==> config.mk <==
export PLATFORM = sky130hd
export DESIGN_NAME = dm_port_arbiter
export DESIGN_NICKNAME = d
export VERILOG_FILES = /design/src/rtl/dm_port_arbiter.sv
export SDC_FILE = /design/constraint.sdc
export NUM_CORES = 1
export LEC_CHECK = 0
export CORE_MARGIN = 10
export CORE_UTILIZATION = 32
export DETAILED_ROUTE_END_ITERATION = 10
export PLACE_DENSITY = 0.8
export RECOVER_POWER = 50
export SYNTH_ARGS = -nofsm -noshare
export SYNTH_HDL_FRONTEND = slang
export SYNTH_SLANG_ARGS = --single-unit
==> constraint.sdc <==
create_clock -name Clk -period 2 [get_ports Clk]
set_input_delay 0.4 -clock Clk [delete_from_list [all_inputs] [get_ports Clk]]
set_output_delay 0.4 -clock Clk [all_outputs]
set_load 0.01 [all_outputs]
==> src/rtl/dm_port_arbiter.sv <==
// Two-port round-robin arbiter in front of a single-port data memory.
// Port 0 is the core load/store unit and port 1 is the loader/debug port.
module dm_port_arbiter #(
  parameter int W         = 8,
  parameter int A         = 8,
  parameter int MAX_BURST = 4
) (
  input  logic         Clk,
  input  logic         Reset_n,
  input  logic         Req0,
  input  logic         Req1,
  input  logic         WrEn0,
  input  logic         WrEn1,
  input  logic [A-1:0] Addr0,
  input  logic [A-1:0] Addr1,
  input  logic [W-1:0] WData0,
  input  logic [W-1:0] WData1,
  output logic         Gnt0,
  output logic         Gnt1,
  output logic [W-1:0] RData0,
  output logic [W-1:0] RData1,
  output logic         RValid0,
  output logic         RValid1,
  output logic         MemWriteEn,
  output logic [A-1:0] MemAddress,
  output logic [W-1:0] MemDataIn,
  input  logic [W-1:0] MemDataOut
);

  localparam int CNT_W = $clog2(MAX_BURST + 1);
  localparam logic [CNT_W-1:0] BURST_MAX = CNT_W'(MAX_BURST);
  localparam logic [CNT_W-1:0] CNT_ONE   = CNT_W'(1);

  typedef enum logic [1:0] {
    ST_IDLE = 2'd0,
    ST_OWN0 = 2'd1,
    ST_OWN1 = 2'd2
  } state_t;

  state_t             state_r;
  logic               last_r;
  logic [CNT_W-1:0]   burst_cnt_r;
  logic               gnt0_s;
  logic               gnt1_s;
  logic               rvalid0_r;
  logic               rvalid1_r;
  logic [W-1:0]       rdata0_r;
  logic [W-1:0]       rdata1_r;

  function automatic logic [CNT_W-1:0] sat_inc(input logic [CNT_W-1:0] cnt);
    if (cnt >= BURST_MAX) begin
      sat_inc = BURST_MAX;
    end else begin
      sat_inc = cnt + CNT_ONE;
    end
  endfunction

  // Grant decision: sticky owner until the burst limit, idle ties go to the port not served last.
  always_comb begin
    gnt0_s = 1'b0;
    gnt1_s = 1'b0;
    if (!Reset_n) begin
      gnt0_s = 1'b0;
      gnt1_s = 1'b0;
    end else if (Req0 && Req1) begin
      case (state_r)
        ST_OWN0: begin
          if (burst_cnt_r < BURST_MAX) gnt0_s = 1'b1;
          else                         gnt1_s = 1'b1;
        end
        ST_OWN1: begin
          if (burst_cnt_r < BURST_MAX) gnt1_s = 1'b1;
          else                         gnt0_s = 1'b1;
        end
        default: begin
          if (last_r) gnt0_s = 1'b1;
          else        gnt1_s = 1'b1;
        end
      endcase
    end else if (Req0) begin
      gnt0_s = 1'b1;
    end else if (Req1) begin
      gnt1_s = 1'b1;
    end else begin
      gnt0_s = 1'b0;
      gnt1_s = 1'b0;
    end
  end

  // Memory-side mux: the granted port owns the memory for this cycle.
  always_comb begin
    MemWriteEn = 1'b0;
    MemAddress = '0;
    MemDataIn  = '0;
    if (gnt0_s) begin
      MemWriteEn = WrEn0;
      MemAddress = Addr0;
      MemDataIn  = WData0;
    end else if (gnt1_s) begin
      MemWriteEn = WrEn1;
      MemAddress = Addr1;
      MemDataIn  = WData1;
    end else begin
      MemWriteEn = 1'b0;
      MemAddress = '0;
      MemDataIn  = '0;
    end
  end

  // Ownership, last-served port and burst counter update.
  always_ff @(posedge Clk or negedge Reset_n) begin
    if (!Reset_n) begin
      state_r     <= ST_IDLE;
      last_r      <= 1'b1;
      burst_cnt_r <= '0;
    end else if (gnt0_s) begin
      state_r     <= ST_OWN0;
      last_r      <= 1'b0;
      burst_cnt_r <= (state_r == ST_OWN0) ? sat_inc(burst_cnt_r) : CNT_ONE;
    end else if (gnt1_s) begin
      state_r     <= ST_OWN1;
      last_r      <= 1'b1;
      burst_cnt_r <= (state_r == ST_OWN1) ? sat_inc(burst_cnt_r) : CNT_ONE;
    end else begin
      state_r     <= ST_IDLE;
      burst_cnt_r <= '0;
    end
  end

  // Read return: capture memory data one edge after a read grant; data holds until the next read.
  always_ff @(posedge Clk or negedge Reset_n) begin
    if (!Reset_n) begin
      rvalid0_r <= 1'b0;
      rvalid1_r <= 1'b0;
      rdata0_r  <= '0;
      rdata1_r  <= '0;
    end else begin
      rvalid0_r <= gnt0_s && !WrEn0;
      rvalid1_r <= gnt1_s && !WrEn1;
      if (gnt0_s && !WrEn0) rdata0_r <= MemDataOut;
      else                  rdata0_r <= rdata0_r;
      if (gnt1_s && !WrEn1) rdata1_r <= MemDataOut;
      else                  rdata1_r <= rdata1_r;
    end
  end

  assign Gnt0    = gnt0_s;
  assign Gnt1    = gnt1_s;
  assign RValid0 = rvalid0_r;
  assign RValid1 = rvalid1_r;
  assign RData0  = rdata0_r;
  assign RData1  = rdata1_r;

endmodule

Yosys cells after proc, flatten, opt, wreduce, memory -nomap -nowiden

Index checks and enable logic that the tools add are counted.

Add/subtract/negate cells: 1
Magnitude comparators: 2
Eq/ne operators: 2
Multiplexer cells: 28
Reduce and logical (&&, ||, !) cells: 6

Operators with widths:

| operator                                            | number |
|---|---|
| two-way mux 8 bit                                   | 4 |
| two-way mux 1 bit                                   | 15 |
| two-way mux 3 bit                                   | 5 |
| two-way mux 2 bit                                   | 2 |
| case mux 1 bit (2 select lines)                     | 2 |
| adder 3 x 1 -> 3 bit, second input constant         | 1 |
| >= comparator 3 bit, second input constant          | 1 |
| logical AND 1 bit                                   | 3 |
| < comparator 3 bit, second input constant           | 1 |
| equality test 2 x 1 -> 1 bit, second input constant | 1 |
| equality test 2 bit, second input constant          | 1 |
| zero test 1 bit                                     | 2 |
| nonzero test 2 bit                                  | 1 |

Register bits after elaboration: 24
Input port bits: 46
Output and inout port bits: 37
Logic and storage cells: 46

Depth between registers and ports, before layout

Depth after elaboration: 7
Gate-level depth with buffers: 8
Mapped depth without buffers: 6

Worst setup path after synthesis

No wires, ideal clock.

Kind: reg-to-output
Start point: register state_r[0]
End point: output port MemAddress[0]
Data arrival time: 1.869 ns
Required time: 1.600 ns
Setup slack: -0.269 ns
Cell stages (with the launch flop): 9
Path buffers: 2
Cells stage by stage: dfrtp_1 -> inv_1 -> ha_1 -> and3_1 -> a311oi_4 -> and2_1 -> buf_6 -> buf_12 -> a22o_2

Cells in the longest elaborated chain, start to end: 6
Elaborated cells on any way between the ends: 10
Those cells by class: 2 x eq/ne; 8 x mux

Ends and longest elaborated chain:

| element                                                                    | RTL line | RTL |
|---|---|---|
| start: declaration                                                         | 40       | `state_t state_r;` |
| start signal: assignment                                                   | 113      | `state_r <= ST_IDLE;` |
| start signal: assignment                                                   | 117      | `state_r <= ST_OWN0;` |
| start signal: assignment                                                   | 121      | `state_r <= ST_OWN1;` |
| equality test 2 bit / equality test 2 x 1 -> 1 bit (equally long branches) | 66       | `case (state_r)` |
| case mux 1 bit (2 select lines) (*)                                        | 66       |  |
| two-way mux 1 bit (*)                                                      | 65       | `end else if (Req0 && Req1) begin` |
| two-way mux 1 bit (*)                                                      | 62       | `if (!Reset_n) begin` |
| named net Gnt1                                                             | 19       | `output logic Gnt1,` |
| two-way mux 8 bit (*)                                                      | 99       | `end else if (gnt1_s) begin` |
| two-way mux 8 bit (*)                                                      | 95       | `if (gnt0_s) begin` |
| end: declaration                                                           | 25       | `output logic [A-1:0] MemAddress,` |

The timed path passes the listed nets; every way through them passes the cells marked *.

Final worst setup path

Start point: register state_r[1]
End point: output port MemDataIn[0]

Cells in the longest elaborated chain, start to end: 6
Elaborated cells on any way between the ends: 10
Those cells by class: 2 x eq/ne; 8 x mux

Ends and longest elaborated chain:

| element                                                                    | RTL line | RTL |
|---|---|---|
| equality test 2 bit / equality test 2 x 1 -> 1 bit (equally long branches) | 66       |  |
| case mux 1 bit (2 select lines)                                            | 66       |  |
| two-way mux 1 bit                                                          | 65       |  |
| two-way mux 1 bit                                                          | 62       |  |
| two-way mux 8 bit                                                          | 99       |  |
| two-way mux 8 bit (*)                                                      | 95       |  |
| end: declaration                                                           | 26       | `output logic [W-1:0] MemDataIn,` |

Every way passes the cells marked *; elsewhere a longest branch is shown, timed or not.

==> results summary <==
From bottom edge to top edge, the die measures 83.25 um. The critical path in this run is classified as register to output pin. The placement-stage worst setup slack is -748.8 ps. The final setup skew came out at 0.7312 ps. The startpoint identified for the worst register-to-register timing path is state_r[1]. The all-layer global routing usage is 0.1111. For this run the aggregate overflow at the end of global routing stands at 0. The worst supply voltage drop on vdd came out at 0.0003139 V. Synthesis produced a netlist whose cell count is about 100. The DRC violation total after the first TritonRoute iteration came out at 31. The relative slew slack came out at 0.8238.

The number of global-route vias before repair came to 1436. The number of rows in the core area is 22. After the last flow step, the layout net total stands at 260. The checks that failed: negative setup slack. The most critical setup path has its startpoint at state_r[1].

The total CTS buffers came out at 3. The register-to-register setup slack is -220 ps. The core footprint came out at 0.003771 mm2. In the final layout, the share of cells above drive strength 1 is 0.4279. The filler cells instantiated in the layout total 265. The critical path data required time came out at about 1600 ps. TritonCTS built the clock tree. The leakage dissipation came out at between 1 and 1.5 nW. The highest net fanout along the worst path came out at 8. CTS placed an instance of sky130_fd_sc_hd__clkbuf_8 at the clock tree root. The actual transition at the worst max-transition pin is 264.4 ps. The number of max-slew violations in the final report was 0. During synthesis, Yosys emitted a total of 0 warnings.

The number of diodes is 0. Dividing the detail-routed via count by the number of cells gives 4.855. Sorting the synthesized cells by area gives the leading types as sky130_fd_sc_hd__dfrtp_1 45%, sky130_fd_sc_hd__mux2_2 15%, sky130_fd_sc_hd__a22o_2 6.3%, sky130_fd_sc_hd__a22o_1 5.5%, sky130_fd_sc_hd__ha_1 4.9%. The max-capacitance violation count is 0. After synthesis the cells add up to 0.001280 mm2. Dividing total power by cell area gives a power density of 768.4 mW/mm2.

The average instance area after synthesis came out at 12.67 um2. After detailed routing, the number of remaining DRC violations is 0. The maximum clock insertion buffer count came out at 2.

The post-CTS clock slew at the launch and capture registers of the worst setup and hold paths is about 80 ps. The tightest hold path in the finished design has a slack of 483.8 ps. The critical path endpoint category is an output pin. Setup repair after global routing could not meet its margin everywhere. Setup violations remaining at the end of the flow were counted as 36. The initial antenna violation count was 0.

The detail route stage leaves a number of antenna-violating nets equal to 0. The final critical-path setup slack came out at -459.9 ps. The number of detailed-route iterations in the first pass is 4.

The biggest area contributor in the post-synthesis netlist is sky130_fd_sc_hd__dfrtp_1. Data on the critical path arrives at its endpoint at 2060 ps. The number of nets in the synthesized netlist is 152.

The run finished, with violations left. The count of hold buffers inserted by post-cts repair came out at 0. Entering global routing, the biggest net connects 26 pins. CTS built an H-tree with a depth of 1. The weighted congestion reported at the end of routability-driven placement came out at 0.8370. Based on the critical path, the design can be clocked at up to 0.4065 GHz. Input and output buffers added on the ports amount to 82. After detailed routing, the average wire length per cell comes to roughly 17 um. The number of endpoints with negative hold slack in the final report was 0. The final layout contains routed wiring with a total length of 4440 um. The wire length of the first global-routing pass came out at 6706 um. The number of unique standard cell types used by synthesis came out at 30.

The number of register bits inferred by synthesis came out at 24. The I/O pin count came out at 83. The initial utilization of the core area, before any placement, comes to 0.3394. The area growth from synthesis to final layout came out at 102.3%.

The class of the worst hold path is register to register. The startpoint identified for the worst hold timing path is last_r. The portion of the clock cycle consumed by the worst path in the final layout came out at 1.230. The total die area is 0.006930 mm2. For this run, the register share of the synthesized area comes to 0.4702.

At the later pin of the worst-skew pair, clock insertion delay measures between 200 and 300 ps. Counting every sink on the clock net gives 24. In this run the horizontal extent of the chip is 83.25 um. The final HPWL from detailed placement is ~3400 um.

The proportion of netlist area held by the largest area contributor came out at 0.4497. The final route contains 1243 vias. The shortest clock period the worst path allows after layout is 2460 ps. The worst setup path is launched from a register.
[sequential cells by signal (all words and copies together), names as in the netlist]
signal	flops
RData0	8
RData1	8
burst_cnt_r	3
state_r	2
RValid0	1
RValid1	1
last_r	1
[layout by cell type (no fill, tap or decap), types with 2 or more instances in the layout]
master                            synthesis  final
sky130_fd_sc_hd__buf_12                   1      4
sky130_fd_sc_hd__nand2_1                  5      4
sky130_fd_sc_hd__clkbuf_16                0      3
sky130_fd_sc_hd__ha_4                     0      2
sky130_fd_sc_hd__nor2_1                   2      2
sky130_fd_sc_hd__dfrtp_1                 23     22
sky130_fd_sc_hd__a22o_1                   8      8
sky130_fd_sc_hd__clkbuf_8                 0      3
sky130_fd_sc_hd__clkdlybuf4s50_1          0     61
sky130_fd_sc_hd__buf_2                    1      8
sky130_fd_sc_hd__a22o_4                   0      8
sky130_fd_sc_hd__inv_2                    0      2
sky130_fd_sc_hd__dlygate4sd3_1            0      2
sky130_fd_sc_hd__mux2_4                   0      9
sky130_fd_sc_hd__a21oi_1                  2      2
sky130_fd_sc_hd__clkbuf_1                 1      2
sky130_fd_sc_hd__mux2_2                  17      8
sky130_fd_sc_hd__ha_1                     5      3
sky130_fd_sc_hd__inv_1                    8      6
sky130_fd_sc_hd__buf_4                    0     16
sky130_fd_sc_hd__buf_6                    2     12
[critical path, stage by stage, from the launching register on]
cell and delay [ps]:
sky130_fd_sc_hd__dfrtp_1 400, sky130_fd_sc_hd__inv_2 70, sky130_fd_sc_hd__ha_4 160, sky130_fd_sc_hd__mux2_4 280
sky130_fd_sc_hd__o2111a_2 330, sky130_fd_sc_hd__clkbuf_16 180, sky130_fd_sc_hd__a22o_1 230, sky130_fd_sc_hd__buf_2 140
[path summary, 6_finish.rpt]
check                                  to  cells after the start
max                          MemDataIn[0]                      7
min                                last_r                      2
max reg2reg                burst_cnt_r[0]                      9
min reg2reg                        last_r                      2
max in group asynchronous          last_r                      3
min in group asynchronous       RData0[4]                      3
[stage by stage]
stage                 util  area, um2  power (mW)  TNS (ps)  std cells
floorplan                -       1365       1.081     -1352        101
global placement    0.6287       2371       1.591    -16080        243
detailed placement  0.6287       2371       1.627    -17610        243
CTS                 0.6357       2397       1.892     -8919        249
global route        0.6868       2590       2.102    -10710        256
finish              0.6868       2590       1.990     -8797        256
[layer usage]
metal,vias to the layer above,share of wire,global-route usage,wire [um]
met1,572,0.40,0.1223,1778
met2,84,0.43,0.1725,1930
li1,583,-,-,-
met4,0,0.0086,0.02308,38
met3,4,0.16,0.07617,693
met5,-,0,0,0
[layout make-up]
type                            count  area (um2)  share of cell area
Timing Repair Buffer              108        1100              0.4246
Tap cell                           48       60.06             0.02319
Multi-Input combinational cell     64       752.0              0.2903
Clock buffer                        4       45.04             0.01739
Sequential cell                    24       603.1              0.2329
Inverter                            8       30.03             0.01159
[cells in the mapped netlist]
| cell type | number |
|---|---|
| sky130_fd_sc_hd__a21o_1 | 1 |
| sky130_fd_sc_hd__a21oi_1 | 2 |
| sky130_fd_sc_hd__a221o_1 | 1 |
| sky130_fd_sc_hd__a22o_1 | 8 |
| sky130_fd_sc_hd__a22o_2 | 8 |
| sky130_fd_sc_hd__a311oi_4 | 1 |
| sky130_fd_sc_hd__and2_1 | 1 |
| sky130_fd_sc_hd__and2b_1 | 1 |
| sky130_fd_sc_hd__and3_1 | 1 |
| sky130_fd_sc_hd__buf_12 | 1 |
| sky130_fd_sc_hd__buf_2 | 1 |
| sky130_fd_sc_hd__buf_6 | 2 |
| sky130_fd_sc_hd__clkbuf_1 | 1 |
| sky130_fd_sc_hd__dfrtp_1 | 23 |
| sky130_fd_sc_hd__dfstp_2 | 1 |
| sky130_fd_sc_hd__ha_1 | 5 |
| sky130_fd_sc_hd__inv_1 | 8 |
| sky130_fd_sc_hd__mux2_2 | 17 |
| sky130_fd_sc_hd__mux2i_1 | 1 |
| sky130_fd_sc_hd__nand2_1 | 5 |
| sky130_fd_sc_hd__nand2b_1 | 2 |
| sky130_fd_sc_hd__nand3_1 | 1 |
| sky130_fd_sc_hd__nand3b_1 | 1 |
| sky130_fd_sc_hd__nor2_1 | 2 |
| sky130_fd_sc_hd__nor3_1 | 1 |
| sky130_fd_sc_hd__nor3_4 | 1 |
| sky130_fd_sc_hd__o2111a_1 | 1 |
| sky130_fd_sc_hd__o211ai_2 | 1 |
| sky130_fd_sc_hd__o21ai_0 | 1 |
| sky130_fd_sc_hd__o21bai_1 | 1 |
[what timing repair did]
action,CTS,global route
pin swaps,1,12
gates cloned,0,3
setup endpoints to repair,35,36
setup buffers,2,5
gates resized for setup,68,43
[where the power goes]
part	switching [mW]	internal [mW]	total (mW)
Combinational	0.356	0.643	0.998
Sequential	0.0802	0.625	0.705
Clock	0.145	0.142	0.287
[cell families (layout without fill, tap and decap cells)]
kind of cell             Yosys count  in the layout  share of synthesized area
adder cells (fa/ha/maj)            5              5                    0.04888
AO/OA/AOI/OAI                     25             25                     0.1877
AND/OR/NAND/NOR                   16             16                    0.07235
buffers and inverters             13            120                    0.06353
flip-flops                        24             24                     0.4702
multiplexers                      18             18                     0.1574
No activity file was read; power rests on OpenSTA's default activity.
